===== src/rtl/mips_fetch_stage_if.sv =====
// Instruction-memory bus between the fetch stage (master) and a combinational-read memory (slave).
// word_idx is the aliased word index the memory decodes; addresses outside the window wrap through it.
interface mips_fetch_stage_if #(
    parameter int unsigned IMEM_AW = 10
);
    logic [31:0]        imem_addr;
    logic [31:0]        imem_instr;
    logic [IMEM_AW-1:0] word_idx;

    assign word_idx = imem_addr[IMEM_AW+1:2];

    modport master (
        output imem_addr,
        input  imem_instr
    );

    modport slave (
        input  imem_addr,
        input  word_idx,
        output imem_instr
    );
endinterface


===== src/rtl/mips_fetch_stage.sv =====
// MIPS32 IF stage: PC register, instruction-memory address, IF/ID pipeline register,
// stall/flush/redirect handling, sticky misaligned-target flag and accepted-instruction counter.
module mips_fetch_stage #(
    parameter logic [31:0] RESET_PC = 32'h0000_0000,
    parameter int unsigned IMEM_AW  = 10
) (
    input  logic                   clk,
    input  logic                   rst_n,
    input  logic                   stall_i,
    input  logic                   flush_i,
    input  logic                   redirect_i,
    input  logic [31:0]            redirect_pc_i,
    mips_fetch_stage_if.master     imem,
    output logic [31:0]            ifid_instr_o,
    output logic [31:0]            ifid_pc_o,
    output logic [31:0]            ifid_pc4_o,
    output logic                   ifid_valid_o,
    output logic                   misalign_o,
    output logic [31:0]            fetch_cnt_o
);

    if (IMEM_AW < 1 || IMEM_AW > 30) begin : g_bad_imem_aw
        $error("mips_fetch_stage: IMEM_AW must be in 1..30");
    end

    logic [31:0] pc;
    logic [31:0] pc_plus4;
    logic        bubble;

    assign pc_plus4       = pc + 32'd4;
    assign bubble         = flush_i | redirect_i;
    assign imem.imem_addr = pc;

    // PC: redirect beats stall; targets are forced word-aligned, misalignment only flagged
    always_ff @(posedge clk or negedge rst_n) begin
        if (!rst_n) begin
            pc         <= RESET_PC;
            misalign_o <= 1'b0;
        end else if (redirect_i) begin
            pc         <= {redirect_pc_i[31:2], 2'b00};
            misalign_o <= misalign_o | (redirect_pc_i[1:0] != 2'b00);
        end else if (!stall_i) begin
            pc         <= pc_plus4;
        end
    end

    // IF/ID: a bubble keeps pc/pc4 so ID still sees the last real address
    always_ff @(posedge clk or negedge rst_n) begin
        if (!rst_n) begin
            ifid_instr_o <= '0;
            ifid_pc_o    <= '0;
            ifid_pc4_o   <= '0;
            ifid_valid_o <= 1'b0;
            fetch_cnt_o  <= '0;
        end else if (bubble) begin
            ifid_instr_o <= '0;
            ifid_valid_o <= 1'b0;
        end else if (!stall_i) begin
            ifid_instr_o <= imem.imem_instr;
            ifid_pc_o    <= pc;
            ifid_pc4_o   <= pc_plus4;
            ifid_valid_o <= 1'b1;
            fetch_cnt_o  <= fetch_cnt_o + 32'd1;
        end
    end

endmodule


===== src/flat_wrapper.sv =====
// flat-port wrapper written by rule: the top's interface ports become plain ports
module mips_fetch_stage_flat 
#(
    parameter logic [31:0] RESET_PC = 32'h0000_0000,
    parameter int unsigned IMEM_AW  = 10
)
  (clk, rst_n, stall_i, flush_i, redirect_i, redirect_pc_i, ifid_instr_o, ifid_pc_o, ifid_pc4_o, ifid_valid_o, misalign_o, fetch_cnt_o, imem_imem_addr, imem_imem_instr);
  mips_fetch_stage_if #(.IMEM_AW(IMEM_AW)) imem_i ();
  input  logic clk;
  input  logic rst_n;
  input  logic stall_i;
  input  logic flush_i;
  input  logic redirect_i;
  input  logic [31:0] redirect_pc_i;
  output logic [31:0] ifid_instr_o;
  output logic [31:0] ifid_pc_o;
  output logic [31:0] ifid_pc4_o;
  output logic ifid_valid_o;
  output logic misalign_o;
  output logic [31:0] fetch_cnt_o;
  output wire logic [$bits(imem_i.imem_addr)-1:0] imem_imem_addr;
  input wire logic [$bits(imem_i.imem_instr)-1:0] imem_imem_instr;
  assign imem_imem_addr = {>>{imem_i.imem_addr}};
  assign imem_i.imem_instr = imem_imem_instr;
  mips_fetch_stage #(.RESET_PC(RESET_PC), .IMEM_AW(IMEM_AW)) u_core (.clk(clk), .rst_n(rst_n), .stall_i(stall_i), .flush_i(flush_i), .redirect_i(redirect_i), .redirect_pc_i(redirect_pc_i), .imem(imem_i), .ifid_instr_o(ifid_instr_o), .ifid_pc_o(ifid_pc_o), .ifid_pc4_o(ifid_pc4_o), .ifid_valid_o(ifid_valid_o), .misalign_o(misalign_o), .fetch_cnt_o(fetch_cnt_o));
endmodule

===== config.mk =====
export PLATFORM = sky130hd
export DESIGN_NAME = mips_fetch_stage_flat
export DESIGN_NICKNAME = d
export VERILOG_FILES = /design/src/rtl/mips_fetch_stage_if.sv /design/src/rtl/mips_fetch_stage.sv /design/src/flat_wrapper.sv
export SDC_FILE = /design/constraint.sdc
export NUM_CORES = 1
export LEC_CHECK = 0
export CORE_MARGIN = 5
export CORE_UTILIZATION = 38
export DETAILED_ROUTE_END_ITERATION = 7
export GPL_TIMING_DRIVEN = 0
export HOLD_SLACK_MARGIN = 0.03
export PLACE_DENSITY_LB_ADDON = 0.25
export SETUP_SLACK_MARGIN = 0.2
export SYNTH_ARGS = -nofsm -noshare
export SYNTH_HDL_FRONTEND = slang
export SYNTH_SLANG_ARGS = --single-unit
export TNS_END_PERCENT = 10

===== constraint.sdc =====
create_clock -name clk -period 3.6 [get_ports clk]
set_input_delay 0.9 -clock clk [delete_from_list [all_inputs] [get_ports clk]]
set_output_delay 0.9 -clock clk [all_outputs]
set_load 0.02 [all_outputs]

-- Word-level counts from Yosys, hierarchy flattened
Index checks and enable logic that the tools add are counted.
Widths: inputs -> output; s select.
- bits in registers: 162
- word-level logic and storage cells: 23
- output and inout port bits: 162
- input bits: 69
- equality and inequality tests: 2
- reductions and logical operators: 2
- bitwise logic cells: 4
- muxes and demuxes: 6
- $add $sub $neg: 2
- operator list (operator ; number):
    $mux 32 ; 4
    $add 32x1->32 const B ; 1
    $add 32x3->32 const B ; 1
    $ne 2x1->1 const B ; 2
    $mux 1 ; 2
    $not 1->1 ; 2
    $or 1x1->1 ; 2
    $reduce_and 2->1 ; 1
    $reduce_bool 2->1 ; 1

-- Depth between registers and ports, before layout
- depth in word-level cells: 3
- mapped depth: 7
- depth with buffers taken out: 6

-- Worst setup path after synthesis
No wires, ideal clock.
- path kind: input to register
- start point: input redirect_i
- end point: register u_core.fetch_cnt_o[29]
- buffers on the path: 1
- setup time: 0.080 ns
- setup slack: 1.326 ns
- stages: 6
- required time: 3.520 ns
- arrival time: 2.194 ns
- cell sequence: nor4b_2 and4_1 clkbuf_1 nand4_1 nor2_1 xor2_1
- longest elaborated chain between the ends: 3
- ends and longest elaborated chain (element ; RTL line ; RTL):
    from (decl) ; flat_wrapper.sv:13 ; input logic redirect_i;
    $or 1x1->1 ; mips_fetch_stage.sv:31 ; assign bubble = flush_i | redirect_i;
    $not 1->1 (no source line) ; - ;
    $reduce_and 2->1 (no source line) ; - ;
    to (signal assigned) ; mips_fetch_stage.sv:63 ; fetch_cnt_o <= fetch_cnt_o + 32'd1;
    to (decl) ; mips_fetch_stage.sv:19 ; output logic [31:0] fetch_cnt_o
No other way between the ends.
A chain may end at the register's enable or synchronous reset.

-- Worst setup path after layout
- start point: input stall_i
- end point: register u_core.ifid_pc_o[10]
- longest elaborated chain between the ends: 2
- ends and longest elaborated chain (element ; RTL line ; RTL):
    from (decl) ; flat_wrapper.sv:11 ; input logic stall_i;
    $not 1->1 (no source line) ; - ;
    $reduce_and 2->1 (no source line) ; - ;
    to (signal assigned) ; mips_fetch_stage.sv:60 ; ifid_pc_o <= pc;
    to (decl) ; mips_fetch_stage.sv:15 ; output logic [31:0] ifid_pc_o,
No other way between the ends.

==> impl_metrics.ini <==
[outcome]
status = completed

[drt]
wl_mm = 21.5
wl_met3_um = 978
wl_met1_mm = 9.47
wl_met2_mm = 10.5
vias = 5972
drc = 0
wl_per_cell_um = 18.1
vias_per_cell = 5.04
drt_pass1_iterations = 5
detail-route-antenna-nets = 0
highest_layer = met4
drtIter0Drc = 234

[logic_synthesis]
synth-xor-area-share_pct = 10.8
synthAdderAreaFrac_pct = 0.355
avgSynthCellArea_um2 = 10.1
mappedNetlistArea_mm2 = 0.00704
synthMuxAreaShare_pct = 0.142
synthFlopType = dfrtp_1
synth-seq-area-share_pct = 55.4
yosys.area_share.simple_pct = 20.7
synth_seq_cells = 156
synth_compound_area_share_pct = 8.69
synth_cell_type_count = 41
synth_top_family_by_area = simple AND/OR/NAND/NOR gates
synth_warnings = 0
synthCells = 695
synth-edff-count = 0
ys_async_sr_fraction_pct = 100

[layout]
nNetsFinal = 1015
final_core_util_pct = 56.6
stdcell_area_mm2 = 0.0102
seq_area_mm2 = 0.00390
n_antenna_cell = 0
fillers = 1603
syn_to_final_growth_pct = 45.3
multi_input_area_mm2 = 0.00289
drive_above_1_share_pct = 6.69

[critical_path]
rrSetupSlack_ns = 1.19
slowest_delay_ns = 1.02
critPathTopFamily = buffers and inverters
critPathSlowestCell = nor3_1
required_ns = 3.96
crit_buf_inv = 3
crit_chain = clkdlybuf4s50_1 -> clkbuf_1 -> nor3_1 -> clkbuf_1 -> nand2_1 -> nand2_1
reg2reg_from = u_core.imem.imem_addr[2]$_DFFE_PN0N_
cp-start-kind = input port
r2r.worst_path.cells = 6
reg2reg_to = u_core.imem.imem_addr[29]$_DFFE_PN0N_
worst-path-max-fanout = 10
worstSetupPathType = in -> reg
cp.arrival_ns = 3.50
endpoint_kind = flip-flop

[floorplan]
start_util_pct = 38.9
row_count = 49
die-area_mm2 = 0.0214
coreArea_mm2 = 0.0181
die_height_um = 146
ioPinCount = 231
die_width_um = 146

[timing]
hold_violations = 0
worstMarginPinSlew_ns = 1.23
final-setup-viol-count = 0
fin_skew_ns = 0.00966
slew_violations = 0
rsz0062_at_grt = no
fin_tns_setup_ns = 0
fin_ws_ns = 0.463
fmax_ghz = 0.319
maxSlewHeadroom_pct = 17.1
fin_crit_sh_pct = 87.2
period_needed_ns = 3.14

[run]
drv_cap = 0

[placement]
dp_hpwl_mm = 15.5
placedInstanceArea_mm2 = 0.00962
io_buffer_count = 224
pre_cts_slack_ns = -0.0481
gp_congestion = 0.804

[clocking]
hold_buffers = 0
clockBufferDepth = 2
cts.sinks = 156
clkLatencyLatePin_ns = 0.43
cts_resized = 0
cts_buffers = 17
cts-root-buf = clkbuf_16
htree_levels = 4
cts_tree = yes
clkTransAtPathRegs_ns = 0.06
post_cts_buffers = 0

[power_and_ir_drop]
p_comb_share_pct = 22.1
clkPwrFrac_pct = 36.8
p_leak_nw = 4.40
p_switching_w = 0.00150
power_density_mw_per_mm2 = 497
swShare_pct = 29.6
sequentialPowerShare_pct = 41.1
peakVddDrop_v = 0.000327
p_int_w = 0.00358

[global_routing]
grt-ovfl-total = 0
grt_usage_pct = 20.0
antenna_found_initial = 0
grt_first_pass_wirelength_mm = 34.2
grt_max_degree = 91
grt_pass1_vias = 6006

[hold_path]
hp-class = in -> async
==> layer usage <==
layer  GRT usage (%)  up-vias
met5               0        -
li1                -     2842
met4            6.63        0
met1            26.5     2939
met3            4.40       30
met2            32.9      161
==> area by class of cell <==
class / instances / area share, %
plain buffers: 55 / 2.45
well taps: 229 / 2.80
flip-flops and latches: 156 / 38.2
inverters: 4 / 0.147
clock inverters: 12 / 1.57
multi-input cells: 485 / 28.3
clock buffers: 20 / 4.37
repair buffers: 225 / 22.2
==> metrics by stage <==
stage	power (W)	std cells	hold slack, ns
2_1_floorplan	0.00262	700	0.578
3_3_place_gp	0.00323	1153	0.452
3_5_place_dp	0.00325	1154	0.460
4_1_cts	0.00513	1186	0.436
5_1_grt	0.00530	1186	0.462
6_report	0.00508	1186	0.411
==> worst max path at each step <==
stage | to | start | slack [ns] | cells past startpoint
after floorplan | u_core.fetch_cnt_o[29]$_DFFE_PN0P_ | redirect_i | 1.33 | 6
after global placement | u_core.fetch_cnt_o[27]$_DFFE_PN0P_ | rst_n | -4.98 | 1
after detailed placement | u_core.ifid_pc_o[16]$_DFFE_PN0P_ | stall_i | -0.05 | 6
after CTS | u_core.ifid_pc_o[10]$_DFFE_PN0P_ | stall_i | 0.40 | 6
after global routing | u_core.ifid_pc_o[16]$_DFFE_PN0P_ | stall_i | 0.26 | 6
final | u_core.ifid_pc_o[10]$_DFFE_PN0P_ | stall_i | 0.46 | 6
==> cells in the mapped netlist (all sizes together) (2+ instances only) <==
| cell type | instances | area [um^2] |
|---|---|---|
| a22o | 32 | 280 |
| and2 | 2 | 12.5 |
| and3 | 12 | 75.1 |
| and4 | 7 | 61.3 |
| buf | 20 | 116 |
| clkbuf | 35 | 134 |
| dfrtp | 156 | 3900 |
| ha | 2 | 25.0 |
| inv | 3 | 11.3 |
| nand2 | 167 | 627 |
| nand3 | 33 | 165 |
| nand3b | 2 | 15.0 |
| nand4 | 20 | 146 |
| nand4b | 2 | 17.5 |
| nor2 | 13 | 48.8 |
| nor2b | 3 | 18.8 |
| nor3 | 15 | 75.1 |
| nor4 | 8 | 123 |
| nor4b | 2 | 30.0 |
| o21ai | 62 | 310 |
| or3 | 2 | 12.5 |
| or4 | 2 | 18.8 |
| xnor2 | 52 | 455 |
| xor2 | 35 | 307 |
==> logic make-up after synthesis <==
kind of cell / Yosys count
AND/OR/NAND/NOR: 292
flip-flops: 156
AO/OA/AOI/OAI: 97
XOR/XNOR: 87
buffers and inverters: 59
adder cells (fa/ha/maj): 2
other: 1
multiplexers: 1
==> power groups by stage <==
stage          sequential, W  clock [W]  combinational (W)
2_1_floorplan        0.00232          0           0.000293
3_3_place_gp         0.00211          0            0.00112
3_5_place_dp         0.00212          0            0.00114
4_1_cts              0.00209    0.00190            0.00114
5_1_grt              0.00211    0.00197            0.00121
6_report             0.00209    0.00187            0.00112
==> placed cells by master (no fill, tap or decap), types with 13 or more instances in the layout <==
cell type and count:
nor3_1 15, xor2_1 35, a22o_1 32, nor2_1 13, dfrtp_1 156, clkbuf_1 35
nand2_1 167, xnor2_1 52, clkbuf_16 17, clkdlybuf4s50_1 223, nand3_1 33, nand4_1 18
o21ai_0 56
==> registers in the layout (all words and copies together) (netlist names) <==
register,cells
u_core.ifid_pc4_o,30
u_core.ifid_valid_o,1
u_core.imem.imem_addr,30
u_core.ifid_pc_o,30
u_core.misalign_o,1
u_core.ifid_instr_o,32
u_core.fetch_cnt_o,32
(Power assumes the default switching activity.)
